### src/rtl/mult_div_unit.sv
// Iterative MULT/MULTU/DIV/DIVU unit with architectural HI/LO registers.
// Signed ops iterate on magnitudes (shift-add / restoring division) and fix signs at commit.
module mult_div_unit #(
  parameter int WIDTH = 32,
  parameter int ITER  = 32
) (
  input  logic             clock,
  input  logic             reset,
  input  logic             start,
  input  logic [1:0]       op,
  input  logic [WIDTH-1:0] rs_data,
  input  logic [WIDTH-1:0] rt_data,
  input  logic             hi_we,
  input  logic             lo_we,
  input  logic [WIDTH-1:0] wdata,
  output logic             busy,
  output logic             done,
  output logic             div_by_zero,
  output logic [WIDTH-1:0] hi,
  output logic [WIDTH-1:0] lo,
  output logic [1:0]       dbg_state
);

  typedef enum logic [1:0] {
    IDLE = 2'd0,
    RUN  = 2'd1,
    DONE = 2'd2
  } state_t;

  localparam int CW = $clog2(ITER);

  state_t             state;
  logic [CW-1:0]      cnt;
  logic               op_div;
  logic               a_neg;
  logic               b_neg;
  logic [WIDTH-1:0]   opnd;
  logic [2*WIDTH-1:0] acc;

  // Operand decode for the start cycle; sign flags only exist for signed ops.
  logic             in_div;
  logic             in_signed;
  logic             in_a_neg;
  logic             in_b_neg;
  logic [WIDTH-1:0] in_a_mag;
  logic [WIDTH-1:0] in_b_mag;

  assign in_div    = op[1];
  assign in_signed = ~op[0];
  assign in_a_neg  = in_signed & rs_data[WIDTH-1];
  assign in_b_neg  = in_signed & rt_data[WIDTH-1];
  assign in_a_mag  = in_a_neg ? -rs_data : rs_data;
  assign in_b_mag  = in_b_neg ? -rt_data : rt_data;

  // acc = {partial product, remaining multiplier} or {partial remainder, dividend/quotient}.
  logic [WIDTH:0]     mul_sum;
  logic [2*WIDTH-1:0] mul_next;
  logic [WIDTH:0]     rem_sh;
  logic [WIDTH:0]     diff;
  logic [2*WIDTH-1:0] div_next;
  logic [2*WIDTH-1:0] acc_next;

  assign mul_sum  = {1'b0, acc[2*WIDTH-1:WIDTH]} + (acc[0] ? {1'b0, opnd} : '0);
  assign mul_next = {mul_sum, acc[WIDTH-1:1]};
  assign rem_sh   = {acc[2*WIDTH-1:WIDTH], acc[WIDTH-1]};
  assign diff     = rem_sh - {1'b0, opnd};
  assign div_next = diff[WIDTH] ? {rem_sh[WIDTH-1:0], acc[WIDTH-2:0], 1'b0}
                                : {diff[WIDTH-1:0],   acc[WIDTH-2:0], 1'b1};
  assign acc_next = op_div ? div_next : mul_next;

  logic [2*WIDTH-1:0] prod;
  logic [WIDTH-1:0]   quo;
  logic [WIDTH-1:0]   rem;
  logic [WIDTH-1:0]   res_hi;
  logic [WIDTH-1:0]   res_lo;

  assign prod   = (a_neg ^ b_neg) ? -acc_next : acc_next;
  assign quo    = (a_neg ^ b_neg) ? -acc_next[WIDTH-1:0] : acc_next[WIDTH-1:0];
  assign rem    = a_neg ? -acc_next[2*WIDTH-1:WIDTH] : acc_next[2*WIDTH-1:WIDTH];
  assign res_hi = op_div ? rem : prod[2*WIDTH-1:WIDTH];
  assign res_lo = op_div ? quo : prod[WIDTH-1:0];

  assign dbg_state = state;

  always_ff @(posedge clock) begin
    if (reset) begin
      state       <= IDLE;
      cnt         <= '0;
      op_div      <= 1'b0;
      a_neg       <= 1'b0;
      b_neg       <= 1'b0;
      opnd        <= '0;
      acc         <= '0;
      hi          <= '0;
      lo          <= '0;
      busy        <= 1'b0;
      done        <= 1'b0;
      div_by_zero <= 1'b0;
    end else begin
      case (state)
        IDLE: begin
          if (hi_we) hi <= wdata;
          if (lo_we) lo <= wdata;
          if (start) begin
            busy <= 1'b1;
            if (in_div && (rt_data == '0)) begin
              state       <= DONE;
              done        <= 1'b1;
              div_by_zero <= 1'b1;
            end else begin
              state  <= RUN;
              cnt    <= '0;
              op_div <= in_div;
              a_neg  <= in_a_neg;
              b_neg  <= in_b_neg;
              opnd   <= in_div ? in_b_mag : in_a_mag;
              acc    <= {{WIDTH{1'b0}}, (in_div ? in_a_mag : in_b_mag)};
            end
          end
        end
        RUN: begin
          acc <= acc_next;
          cnt <= cnt + 1'b1;
          if (cnt == CW'(ITER - 1)) begin
            hi    <= res_hi;
            lo    <= res_lo;
            state <= DONE;
            done  <= 1'b1;
          end
        end
        DONE: begin
          state       <= IDLE;
          busy        <= 1'b0;
          done        <= 1'b0;
          div_by_zero <= 1'b0;
        end
        default: begin
          state       <= IDLE;
          busy        <= 1'b0;
          done        <= 1'b0;
          div_by_zero <= 1'b0;
        end
      endcase
    end
  end

endmodule
### config.mk
export PLATFORM = sky130hd
export DESIGN_NAME = mult_div_unit
export DESIGN_NICKNAME = d
export VERILOG_FILES = /design/src/rtl/mult_div_unit.sv
export SDC_FILE = /design/constraint.sdc
export NUM_CORES = 1
export LEC_CHECK = 0
export CAP_MARGIN = 40
export CORE_MARGIN = 2
export CORE_UTILIZATION = 50
export DETAILED_ROUTE_END_ITERATION = 7
export PLACE_DENSITY = 0.8
export SLEW_MARGIN = 20
export SYNTH_ARGS = -nofsm -noshare
export SYNTH_HDL_FRONTEND = slang
export SYNTH_SLANG_ARGS = --single-unit
### constraint.sdc
create_clock -name clock -period 6.9 [get_ports clock]
set_input_delay 1.38 -clock clock [delete_from_list [all_inputs] [get_ports clock]]
set_output_delay 1.38 -clock clock [all_outputs]
set_load 0.05 [all_outputs]
=== Word level (Yosys, flattened, before mapping) ===
Index checks and enable logic that the tools add are counted.
Widths: inputs -> output; s select.

* Flip-flop bits (word level): 173
* Input bits: 103
* Output and inout bits: 69
* Word-level logic and storage cells: 81

* $add $sub $neg: 8
* Equality and inequality tests: 8
* Multiplexer cells: 35
* Bitwise logic cells: 6
* Reduce and logical (&&, ||, !) cells: 12

{| class="wikitable"
|+ Operators by type and width
! cell !! count
|-
| $mux 32 || 13
|-
| $mux 64 || 5
|-
| $neg 32->32 || 4
|-
| $pmux 32 s2 || 2
|-
| $pmux 64 s2 || 1
|-
| $neg 64->64 || 1
|-
| $add 32x32->33 || 1
|-
| $sub 33x32->33 || 1
|-
| $logic_not 32->1 || 1
|-
| $reduce_and 3->1 || 6
|-
| $ne 2x2->1 const B || 6
|-
| $mux 5 || 2
|-
| $pmux 5 s2 || 1
|-
| $mux 2 || 3
|-
| $pmux 1 s2 || 3
|-
| $add 5x1->5 const B || 1
|-
| $eq 5x5->1 const B || 1
|-
| $mux 1 || 4
|-
| $pmux 2 s2 || 1
|-
| $reduce_and 2->1 || 2
|-
| $not 1->1 || 3
|-
| $and 1x1->1 || 2
|-
| $eq 2x1->1 const B || 1
|-
| $logic_not 2->1 || 1
|-
| 3 further kinds || 3
|}

=== Logic depth before layout (Yosys ltp) ===
* Depth after elaboration: 8
* Depth in mapped cells: 25
* Mapped depth without buffers: 24

=== Least setup slack after synthesis ===
Ideal clock, no wire load.

* Path type: register -> register
* From: reg op_div
* To: reg hi[28]
* Library setup time: 106 ps
* Arrival time: 5562 ps
* Required time: 6794 ps
* Setup slack: 1232 ps
* Stages on the path, launching flop included: 24
* Path buffers: 10
* Clock period less this slack: 5668 ps
* Cell sequence: dfxtp_1 -> clkbuf_1 -> buf_2 -> buf_2 -> buf_1 -> buf_2 -> buf_2 -> buf_2 -> buf_2 -> buf_1 -> buf_1 -> mux2i_1 -> ha_1 -> o21ai_0 -> nor3_1 -> nor2b_1 -> nor2b_1 -> nand2_1 -> o21ai_1 -> nor2_1 -> nor3_1 -> a31oi_1 -> or3_1 -> o311ai_0

* Longest elaborated chain between the ends: 6
* Elaborated cells between the ends (all ways): 8
* Those cells by class: add/sub (2); mux (6)

{| class="wikitable"
|+ Ends and longest elaborated chain
! item !! line !! RTL
|-
| from (decl) || 34 || <nowiki>logic op_div;</nowiki>
|-
| from (signal assigned) || 113 || <nowiki>op_div <= in_div;</nowiki>
|-
| $mux 64 || 69 || <nowiki>assign acc_next = op_div ? div_next : mul_next;</nowiki>
|-
| $neg 64->64 / $neg 32->32 (equally long branches) || 77, 79 ||
|-
| $mux 64 / $mux 32 (equally long branches) || 77, 79 ||
|-
| $mux 32 (*) || 80 || <nowiki>assign res_hi = op_div ? rem : prod[2*WIDTH-1:WIDTH];</nowiki>
|-
| $mux 32 (*) || 124 || <nowiki>if (cnt == CW'(ITER - 1)) begin</nowiki>
|-
| $pmux 32 s2 (*) || 100 || <nowiki>case (state)</nowiki>
|-
| to (signal assigned) || 102 || <nowiki>if (hi_we) hi <= wdata;</nowiki>
|-
| to (signal assigned) || 125 || <nowiki>hi <= res_hi;</nowiki>
|-
| to (decl) || 19 || <nowiki>output logic [WIDTH-1:0] hi,</nowiki>
|}

Every way passes the cells marked *; elsewhere a longest branch is shown, timed or not. The select of a mux whose other input is x is not followed.
A chain may end at the register's enable or synchronous reset.

=== Final worst setup path ===
* From: reg opnd[16]
* To: reg hi[30]

* Longest elaborated chain between the ends: 8
* Elaborated cells between the ends (all ways): 12
* Those cells by class: add/sub (4); mux (8)

{| class="wikitable"
|+ Ends and longest elaborated chain
! item !! line !! RTL
|-
| from (decl) || 37 || <nowiki>logic [WIDTH-1:0] opnd;</nowiki>
|-
| from (signal assigned) || 116 || <nowiki>opnd <= in_div ? in_b_mag : in_a_mag;</nowiki>
|-
| $sub 33x32->33 / $mux 32 (equally long branches) || 66, 63 ||
|-
| $mux 64 / $add 32x32->33 (equally long branches) || 67, 63 ||
|-
| $mux 64 (*) || 69 ||
|-
| $neg 64->64 / $neg 32->32 (equally long branches) || 77, 79 ||
|-
| $mux 64 / $mux 32 (equally long branches) || 77, 79 ||
|-
| $mux 32 (*) || 80 ||
|-
| $mux 32 (*) || 124 ||
|-
| $pmux 32 s2 (*) || 100 ||
|}

Marks and branches as above.

==> results.md <==
* 1st-pass router iterations at 7
* Peak Freq at 158.0 MHz
* Vias in the first global route at 15.96k
* Max Cap Violations at 0
* Count of pins over their slew limit at 0
* Seq/Total Area, Yosys at 22.46%
* First-pass GRT wire length at 88220 µm
* Critical path arrival at 6.66 ns
* IO Pins at 172
* Initial Util at 50.55%
* Root buffer cell: clkbuf_16
* RSZ-0062 raised after global routing: no
* Design area at 0.01804 mm²
* Crit path kind: reg2reg
* Worst Hold End: hi[19]
* Total gr overflow at 0
* CTS Sinks at 173
* Ant diodes at 0
* Post-route ant nets at 0
* Initial antenna violation count at 0
* PD cells at 191.6 mW/mm²
* Routed len/inst at 21.48 µm
* Final Cycle Share at 91.75%
* Synthesized area at 0.01542 mm²
* Hold path startpoint: hi[19]
* Vias at 17.49k
* Area delta synth->final at 17.01%
* CTS Hold Buffers Added at 0
* Drt via density at 6.555
* H-tree depth at 4
* IO buf count at 171
* Pleak at 6.939 nW
* Setup Skew at 0.01656 ns
* FFs w/ async S/R, synth at 0%
* Worst R2R Start: opnd[16]
* Yosys warns at 0
* Slew margin rel. at 41.21%
* Final setup viols at 0
* Tot Pwr at 3.458 mW
* Pin count of the biggest net entering global routing at 99
* Cts bufs inserted at 17
* Die Area at 0.03226 mm²
* Kind of capture point of the worst setup path: flop
* Crit Path Max Fanout at 14
* Synth Area per Inst at 7.123 µm²
* Fin nets at 2434
* Post-layout minimum cycle time at 6.331 ns
* Placed cells at 2635
* Setup TNS at 0 ns
* EDFF count, synth at 0
* Area of the core at 0.03051 mm²
* Final Hold Fails at 0
* VDD IR max at 0.0001466 V
* Post-Syn Nets at 2340
* Prevailing post-synth register cell: dfxtp_1
* CTS tree: done
* Post-DP HPWL at 44200 µm
* Die height at 179.6 µm
* GRT Util Overall at 34.05%
* Actual slew at the worst max-slew pin at 0.8726 ns
* Layout cell share with drive strength beyond 1 at 5.986%
* Startpoint Class: flop
* Fillers at 2792
* Reg2Reg Depth at 20
* Routed WL at 57300 µm
* Worst Hold Class: reg2reg
* Most frequent cells in the layout: nor2_1, nand2_1, a21oi_1, dfxtp_1, clkdlybuf4s50_1
* DIE WIDTH at 179.6 µm
* GPL Wtd Cong at 1.007
* Detailed-route DRC error count at 0
* Detailed Route Iter0 Violations at 2136
* #FFs+latches synth at 173
* Placed cell area at 0.01743 mm²
* Reg2Reg Setup Slack at 0.57 ns
* CTS clock-pin slew for the worst setup and hold paths at 0.08 ns
* CP required at 7.23 ns
* Clk_lat worst skew at 0.45 ns
* # rows at 64
* Hold Path Depth at 2
* Mapped Cells at 2165
* Core Util, Final at 59.14%
* Status: completed
* Most common cell after layout, fill and taps aside: nor2_1
* R2r endpoint: hi[30]
* Final non-filler cell total at 2668
* Yosys cell types at 95
* CTS max path bufs at 2
[cells in the mapped netlist, types with 7 or more instances]
library cell  instances  area share, %
nand2_1             243            5.9
o211ai_1             36            1.8
o22ai_1              17           0.69
and2_1               44            1.8
o31ai_1              20           0.97
or2_2                 9           0.37
buf_1                19           0.46
a21o_1               22            1.1
o41ai_1               7           0.40
mux2i_1              33            2.1
a22oi_1              30            1.5
nand4_1              25            1.0
nor2_1              257            6.3
xnor2_1              91            5.2
clkbuf_1             95            2.3
and4_1                7           0.40
nor2b_1              18           0.73
a41oi_1               7           0.40
nor4_1               13           0.53
o21ai_1               8           0.26
a21boi_0              7           0.34
a211oi_1             30            1.5
a311oi_1             17           0.97
buf_2                13           0.42
ha_1                 70            5.7
a31oi_1              46            1.9
nand2b_1             18           0.73
inv_1                73            1.8
nand3_1              46            1.5
o21ai_0             131            4.3
a222oi_1             14           0.91
xor2_1               60            3.4
or3_1                16           0.65
o221ai_1              7           0.40
dfxtp_1             173             22
nor3_1               48            1.6
mux2_2               16            1.2
a21oi_1             230            7.5
o21a_1               13           0.63
and3_1               19           0.77
[per-layer routing]
layer	GRT usage (%)	share of wire, %	vias up	wire [µm]
met5	0	0	-	0
met3	6.139	9.9	194	5692
li1	-	-	8085	-
met2	53.26	44	1013	25060
met1	44.19	40	8198	22910
met4	19.25	6.3	0	3631
[per-stage QoR]
stage          setup WS [ns]  hold slack (ns)
2_1_floorplan          1.232           0.4403
3_3_place_gp          0.9054           0.4385
3_5_place_dp          0.6629           0.4441
4_1_cts               0.6286           0.4546
5_1_grt              0.05994           0.4650
6_report              0.5692           0.4537
[how the worst max path moves through the flow]
stage | start | to | cells past startpoint
3_3_place_gp | opnd[17] | hi[30] | 20
3_5_place_dp | opnd[16] | hi[30] | 20
5_1_grt | opnd[17] | hi[30] | 20
2_1_floorplan | op_div | hi[28] | 23
4_1_cts | opnd[16] | hi[30] | 20
6_report | opnd[16] | hi[30] | 20
[cell type report]
type / count / area (µm²) / share of cell area (%)
multi-input cells: 1784 / 11170 / 61.92
flip-flops and latches: 173 / 3467 / 19.22
repair buffers: 208 / 2032 / 11.26
well taps: 396 / 495.5 / 2.746
clock buffers: 17 / 425.4 / 2.358
inverters: 75 / 281.5 / 1.560
clock inverters: 15 / 170.2 / 0.9431
[cell families (layout without fill, tap and decap cells)]
group | Yosys count | count (layout) | synth area share [%]
compound gates | 721 | 721 | 30.41
xor+xnor | 151 | 151 | 8.576
fa+ha+maj | 72 | 72 | 5.939
buf+inv | 208 | 315 | 5.387
flops | 173 | 173 | 22.46
mux | 49 | 49 | 3.310
simple gates | 791 | 791 | 23.92
[where the power goes]
part	internal (mW)	total, mW	switching (mW)
logic	0.477	1.34	0.862
clock network	0.488	0.989	0.501
registers	1.07	1.13	0.0642
[what timing repair did]
item,CTS,global route
setup buffers,0,0
gates resized for setup,0,1
setup endpoints to repair,0,2
[worst max-delay path: stages, from the launching register on]
cell and delay [ns]:
dfxtp_1 0.37, inv_1 0.05, ha_1 0.42, nand4_1 0.22, or4_1 0.56, a211o_1 0.35, and4_1 0.43, o21ai_4 0.41
a21boi_0 0.31, ha_1 0.23, o21ai_0 0.18, nor3_1 0.43, nor2b_1 0.32, nor2b_1 0.28, nand2_1 0.19, o21ai_1 0.44
nor2_1 0.23, nor4_1 0.33, nor2_1 0.09, o31ai_1 0.25, o21ai_0 0.11
[state kept, by name, summed over array words and instances, names as in the netlist]
register,flops
div_by_zero,1
dbg_state,2
cnt,5
busy,1
a_neg,1
b_neg,1
hi,32
op_div,1
lo,32
done,1
acc,64
opnd,32
(Power assumes the default switching activity.)
